### src/rtl/pc_gen.sv
// IF-stage program-counter generator: run/halt control, prioritised redirects
// and a circular return-address stack for call/return prediction.
module pc_gen #(
    parameter int unsigned WIDTH     = 32,
    parameter int unsigned RESET_VEC = 0,
    parameter int unsigned EXC_VEC   = 32'h80,
    parameter int unsigned INC       = 4,
    parameter int unsigned RAS_DEPTH = 4
) (
    input  logic                             clk_i,
    input  logic                             rst_n_i,
    input  logic                             start_i,
    input  logic                             halt_i,
    input  logic                             stall_i,
    input  logic                             exc_i,
    input  logic                             br_taken_i,
    input  logic [WIDTH-1:0]                 br_target_i,
    input  logic                             call_i,
    input  logic [WIDTH-1:0]                 call_target_i,
    input  logic [WIDTH-1:0]                 link_i,
    input  logic                             ret_i,
    input  logic [WIDTH-1:0]                 ret_target_i,
    output logic [WIDTH-1:0]                 pc_o,
    output logic                             pc_valid_o,
    output logic [$clog2(RAS_DEPTH+1)-1:0]   ras_count_o,
    output logic                             ras_ovf_o,
    output logic                             ras_unf_o
);

    localparam int CW = $clog2(RAS_DEPTH + 1);
    localparam int PW = $clog2(RAS_DEPTH);

    localparam logic [WIDTH-1:0] RST_PC = WIDTH'(RESET_VEC);
    localparam logic [WIDTH-1:0] EXC_PC = WIDTH'(EXC_VEC);
    localparam logic [WIDTH-1:0] INC_W  = WIDTH'(INC);
    localparam logic [CW-1:0]    FULL   = CW'(RAS_DEPTH);

    localparam logic [1:0] IDLE = 2'd0;
    localparam logic [1:0] RUN  = 2'd1;
    localparam logic [1:0] HALT = 2'd2;

    logic [1:0]       state_q;
    logic [1:0]       state_d;
    logic [WIDTH-1:0] pc_d;
    logic [PW-1:0]    tp_q;
    logic [PW-1:0]    tp_d;
    logic [CW-1:0]    cnt_d;
    logic             push;
    logic             pop;
    logic             clr;
    logic             ovf_d;
    logic             unf_d;
    logic [WIDTH-1:0] mem [RAS_DEPTH];

    always_comb begin
        state_d = state_q;
        pc_d    = pc_o;
        push    = 1'b0;
        pop     = 1'b0;
        clr     = 1'b0;
        ovf_d   = 1'b0;
        unf_d   = 1'b0;
        case (state_q)
            IDLE: begin
                if (start_i) state_d = RUN;
            end
            HALT: begin
                if (start_i && !halt_i) state_d = RUN;
            end
            RUN: begin
                // Exception beats both halt and stall; halt drops any redirect.
                if (exc_i) begin
                    pc_d = EXC_PC;
                    clr  = 1'b1;
                end else if (halt_i) begin
                    state_d = HALT;
                end else if (stall_i) begin
                    pc_d = pc_o;
                end else if (br_taken_i) begin
                    pc_d = br_target_i;
                end else if (call_i) begin
                    pc_d  = call_target_i;
                    push  = 1'b1;
                    ovf_d = (ras_count_o == FULL);
                end else if (ret_i) begin
                    if (ras_count_o != '0) begin
                        pc_d = mem[tp_q];
                        pop  = 1'b1;
                    end else begin
                        pc_d  = ret_target_i;
                        unf_d = 1'b1;
                    end
                end else begin
                    pc_d = pc_o + INC_W;
                end
            end
            default: state_d = IDLE;
        endcase
    end

    always_comb begin
        tp_d  = tp_q;
        cnt_d = ras_count_o;
        if (clr) begin
            tp_d  = '0;
            cnt_d = '0;
        end else if (push) begin
            tp_d  = tp_q + PW'(1);
            cnt_d = (ras_count_o == FULL) ? FULL : ras_count_o + CW'(1);
        end else if (pop) begin
            tp_d  = tp_q - PW'(1);
            cnt_d = ras_count_o - CW'(1);
        end
    end

    always_ff @(posedge clk_i or negedge rst_n_i) begin
        if (!rst_n_i) begin
            state_q     <= IDLE;
            pc_o        <= RST_PC;
            pc_valid_o  <= 1'b0;
            tp_q        <= '0;
            ras_count_o <= '0;
            ras_ovf_o   <= 1'b0;
            ras_unf_o   <= 1'b0;
        end else begin
            state_q     <= state_d;
            pc_o        <= pc_d;
            pc_valid_o  <= (state_d == RUN);
            tp_q        <= tp_d;
            ras_count_o <= cnt_d;
            ras_ovf_o   <= ovf_d;
            ras_unf_o   <= unf_d;
        end
    end

    // Stack contents need no reset; count gates every read.
    always_ff @(posedge clk_i) begin
        if (push) mem[tp_q + PW'(1)] <= link_i;
    end

endmodule

### config.mk
export PLATFORM = sky130hd
export DESIGN_NAME = pc_gen
export DESIGN_NICKNAME = d
export VERILOG_FILES = /design/src/rtl/pc_gen.sv
export SDC_FILE = /design/constraint.sdc
export NUM_CORES = 1
export LEC_CHECK = 0
export CAP_MARGIN = 10
export CELL_PAD_IN_SITES_DETAIL_PLACEMENT = 1
export CELL_PAD_IN_SITES_GLOBAL_PLACEMENT = 2
export CORE_UTILIZATION = 37
export DETAILED_ROUTE_END_ITERATION = 8
export PLACE_DENSITY_LB_ADDON = 0.1
export SYNTH_ARGS = -nofsm -noshare
export SYNTH_HDL_FRONTEND = slang
export SYNTH_SLANG_ARGS = --single-unit
### constraint.sdc
create_clock -name clk_i -period 3.63 [get_ports clk_i]
set_input_delay 0.726 -clock clk_i [delete_from_list [all_inputs] [get_ports clk_i]]
set_output_delay 0.726 -clock clk_i [all_outputs]
set_load 0.005 [all_outputs]
# After elaboration in Yosys (flattened, before gate mapping)
# Memory sizes are Yosys's and may differ from the RTL's.
# Index checks and enable logic that the tools add are counted.
# totals
ff_bits	42
ram_bits	128
out_inout_bits	38
word_cells	76
n_memories	1
# op_classes
addsub	5
eq_ne	6
muxes	51
reduce_logical	6
# memory_table
name	words	word_bits	rd	rd_clocked_by_memory_dff	write_ports	line_no	text
mem	4	32	1	0	1	53	logic [WIDTH-1:0] mem [RAS_DEPTH];
# ops
operator	count
$mux W32	7
$add A32 B3 Y32 const B	1
$mux W1	32
$mux W2	7
$mux W3	4
$pmux W2 S3	1
$reduce_bool A3 Y1	2
$eq A2 B1 Y1 const B	2
$ne A2 B1 Y1 const B	2
$add A3 B1 Y3 const B	1
$eq A3 B3 Y1 const B	1
$reduce_and A3 Y1	1
$sub A3 B1 Y3 const B	1
$add A2 B1 Y2 const B	1
$eq A2 B2 Y1 const B	1
$logic_not A2 Y1	1
$sub A2 B1 Y2 const B	1
$logic_and A1 B1 Y1	1
$logic_not A1 Y1	1

# Depth between registers and ports, before layout
# depth
ltp_word	12
depth_mapped	10

# Worst setup path after synthesis
# Ideal clock, no wire load.
# synth_timing
path_type	in2reg
startpoint	in exc_i
endpoint	mem mem[0][0] (enable)
setup_time_ns	0.392
t_arrival_ns	2.270
required_ns	3.238
path_slack_ns	0.968
path_stages	3
n_path_buf	0
path_cell_list	or3b_4 nor3_4 and2_1
# synth_via
elab_chain_len	4
# synth_rtl
element	line_no	text
start: declaration	15	input logic exc_i,
$mux W1	72	if (exc_i) begin
$mux W1	63	case (state_q)
$mux W1	138	if (push) mem[tp_q + PW'(1)] <= link_i;
$mux W1 (not written as such)	138	
end: declaration	53	
# No other way between the ends.

# Final worst setup path
# layout_timing
startpoint	reg ras_count_o[1]
endpoint	reg pc_o[10]
# layout_via
elab_chain_len	8
# layout_rtl
element	line_no	text
start: declaration	25	output logic [$clog2(RAS_DEPTH+1)-1:0] ras_count_o,
start signal: assignment	130	ras_count_o <= cnt_d;
$reduce_bool A3 Y1	86	if (ras_count_o != '0) begin
$mux W32	86	
$mux W32	85	end else if (ret_i) begin
$mux W32	81	end else if (call_i) begin
$mux W32	79	end else if (br_taken_i) begin
$mux W32	77	end else if (stall_i) begin
$mux W32	75	end else if (halt_i) begin
$mux W32	72	
end signal: assignment	127	pc_o <= pc_d;
end: declaration	23	output logic [WIDTH-1:0] pc_o,
# No other way between the ends. The select of a mux whose other input is x is not followed.
# A chain may end at the register's enable or synchronous reset.

==> qor.yml <==
synthesis:
  netlist_instances: 688
  ys.flop_type: "edfxtp_1"
  synth_top_family_by_area: "compound AO/OA/AOI/OAI gates"
  synth_adder_area_share: 0.0117
  yosys.area_share.xor_xnor: 0.0113
  synth-edff-count: 128
  ys_ff_latch: 170
  synth_simple_gate_area_frac: 0.121
  synth_compound_area_frac: 0.161
  synth-async-reset-ratio: 0.247
  yosysWarnings: 0
  synth_cell_types: 71
  ys_seq_area_frac: 0.573
  syn-cell-area_um2: 8540
  synth.net_count: 833
  muxShareOfSynthArea: 0.0886
  avgSynthCellArea_um2: 12.4
die:
  die_area_um2: 23700
  initial_core_util: 0.377
  die_x_um: 154
  core_area_um2: 22600
  die_h_um: 154
  pin_count: 175
  rows: 55
place:
  gp_congestion: 0.899
  postPlaceCellArea_um2: 10600
  io_buffer_count: 174
  dp.cells: 1126
  hpwl_um: 22200
finish:
  antenna_cells: 0
  final_util: 0.495
  fill_cells: 2328
  postLayoutCellArea_um2: 11200
  area_growth_pct: 31.3
  drive_above_1_share: 0.111
  final_nets: 1005
  fin_cells: 1158
  final_common_cell: "clkdlybuf4s50_1"
  mostFrequentLayoutCells: "clkdlybuf4s50_1 (173), edfxtp_1 (128), nand2_1 (58), dfrtp_1 (40), a21oi_1 (39)"
critical_path:
  crit_type: "register to register"
  cp_max_fo: 17
  r2r_slack_ns: 0.40
  cpPeakStageDelay_ns: 0.72
  crit_arrival_ns: 3.59
  worst_setup_path_end_kind: "register"
  crit_slowest_cell: "a2111oi_0"
  crit_required_ns: 3.99
  crit_path_cell_trace: "inv_1, ha_1, nor2b_2, buf_4, a21o_1, a21oi_1, a2111oi_0, a221o_1"
  path_buf_inv: 2
  cp-start-kind: "register"
  cpLargestDelayFamily: "compound AO/OA/AOI/OAI gates"
global_routing:
  grt.overflow.total: 0
  antenna_found_initial: 0
  grt_max_degree: 33
  first_global_vias: 7075
  grt_pass1_wl_um: 45000
  grtUsageTotal: 0.259
timing:
  worstMarginPinSlew_ns: 0.850
  final_hold_viol_count: 0
  grt_setup_unrepaired: "no"
  fin_worst_skew_ns: 0.0161
  min_period_ns: 3.23
  tns_ns: 0
  slew_headroom: 0.432
  drv_slew: 0
  fin_crit_sh: 0.889
  fmax_mhz: 310
  setup_viol: 0
clock_tree:
  tritoncts.num_buffers: 17
  clkSinkCount: 170
  clk_pin_slew_worst_paths_ns: 0.08
  cts_tree: "yes"
  cts_resized: 0
  htree_levels: 4
  clkLatencyLatePin_ns: 0.43
  ctsHoldBuffers: 0
  cts_buffer_depth: 2
  root_buffer: "clkbuf_16"
  cts_setup_buffers: 0
routing:
  drt_wl_total_um: 30000
  num_vias: 6773
  wl_per_cell_um: 25.9
  drtAntennaViolNets: 0
  vias_per_cell: 5.85
  first_pass_iters: 5
  drt-initial-drc-count: 326
  drcViolationCount: 0
run:
  maxCapViolCount: 0
min_path:
  min_path_type: "primary input to asynchronous set/reset pin"
pwr:
  power_density_nw_per_um2: 528
  irDropWorstVdd_v: 0.000339
  power.total_mw: 5.92
  power_leakage_nw: 3.85
status:
  status: "finished clean"
==> synth_stat cells (all sizes together) (8+ instances only) <==
cell / count / share of area
a21oi: 39 / 0.023
clkbuf: 20 / 0.0088
o221ai: 11 / 0.012
a22oi: 11 / 0.0097
mux2i: 25 / 0.029
a221oi: 8 / 0.0082
inv: 18 / 0.0079
mux4: 21 / 0.055
edfxtp: 128 / 0.45
a221o: 9 / 0.011
o311ai: 8 / 0.0082
o21ai: 33 / 0.019
dfrtp: 42 / 0.12
ha: 8 / 0.012
nand3: 19 / 0.011
nor2: 27 / 0.012
nand2: 58 / 0.025
nor4: 8 / 0.0083
nor3: 24 / 0.017
buf: 26 / 0.017
a211oi: 10 / 0.0088
nand4: 16 / 0.014
==> power by group <==
part / total [mW] / internal (mW) / leakage (nW) / switching [mW]
sequential: 2.48 / 2.21 / 1.71 / 0.267
combinational: 1.59 / 0.743 / 1.86 / 0.847
clock: 1.85 / 0.934 / 0.290 / 0.921
total: 5.92 / 3.89 / 3.85 / 2.03
==> path summary, 6_finish.rpt <==
| kind | startpoint | end | depth (start not counted) |
|---|---|---|---|
| setup / recovery | ras_count_o[1] | pc_o[10] | 8 |
| hold / removal | rst_n_i | pc_o[24] | 1 |
| setup reg to reg | ras_count_o[1] | pc_o[10] | 8 |
| hold reg to reg | pc_o[0] | pc_o[0] | 2 |
| max in group asynchronous | rst_n_i | pc_o[18] | 2 |
| min in group clk_i | pc_o[0] | pc_o[0] | 2 |
==> final cells by class <==
class                      count  area, um^2  area share
sequential                   170        4900       0.437
tap                          285         357      0.0318
timing repair buffer         199        1920       0.172
multi-input combinational    454        3370       0.300
clock inverter                15         173      0.0154
clock buffer                  17         425      0.0379
inverter                      18        67.6     0.00603
==> cells by family (layout without fill, tap and decap cells) <==
family,after synthesis,after routing
compound gates,193,193
simple gates,193,193
flops,170,170
buf+inv,64,249
mux,49,49
xor+xnor,11,11
fa+ha+maj,8,8
==> through the flow <==
stage	setup slack, ns	hold slack (ns)
global route	0.321	0.410
global placement	0.544	0.473
CTS	0.511	0.381
floorplan	0.968	0.430
detailed placement	0.528	0.490
finish	0.405	0.370
==> registers in the layout, summed over array words and instances (netlist names) <==
register     count
ras_ovf_o        1
tp_q             2
pc_valid_o       1
mem            128
pc_o            32
ras_unf_o        1
ras_count_o      3
state_q          2
==> metal layers <==
layer	GRT usage	wire length [um]	part of all wire
met5	0	0	0
met4	0.0810	628	0.021
met3	0.0462	1490	0.050
met2	0.411	14200	0.47
met1	0.359	13700	0.46
(Power assumes the default switching activity.)
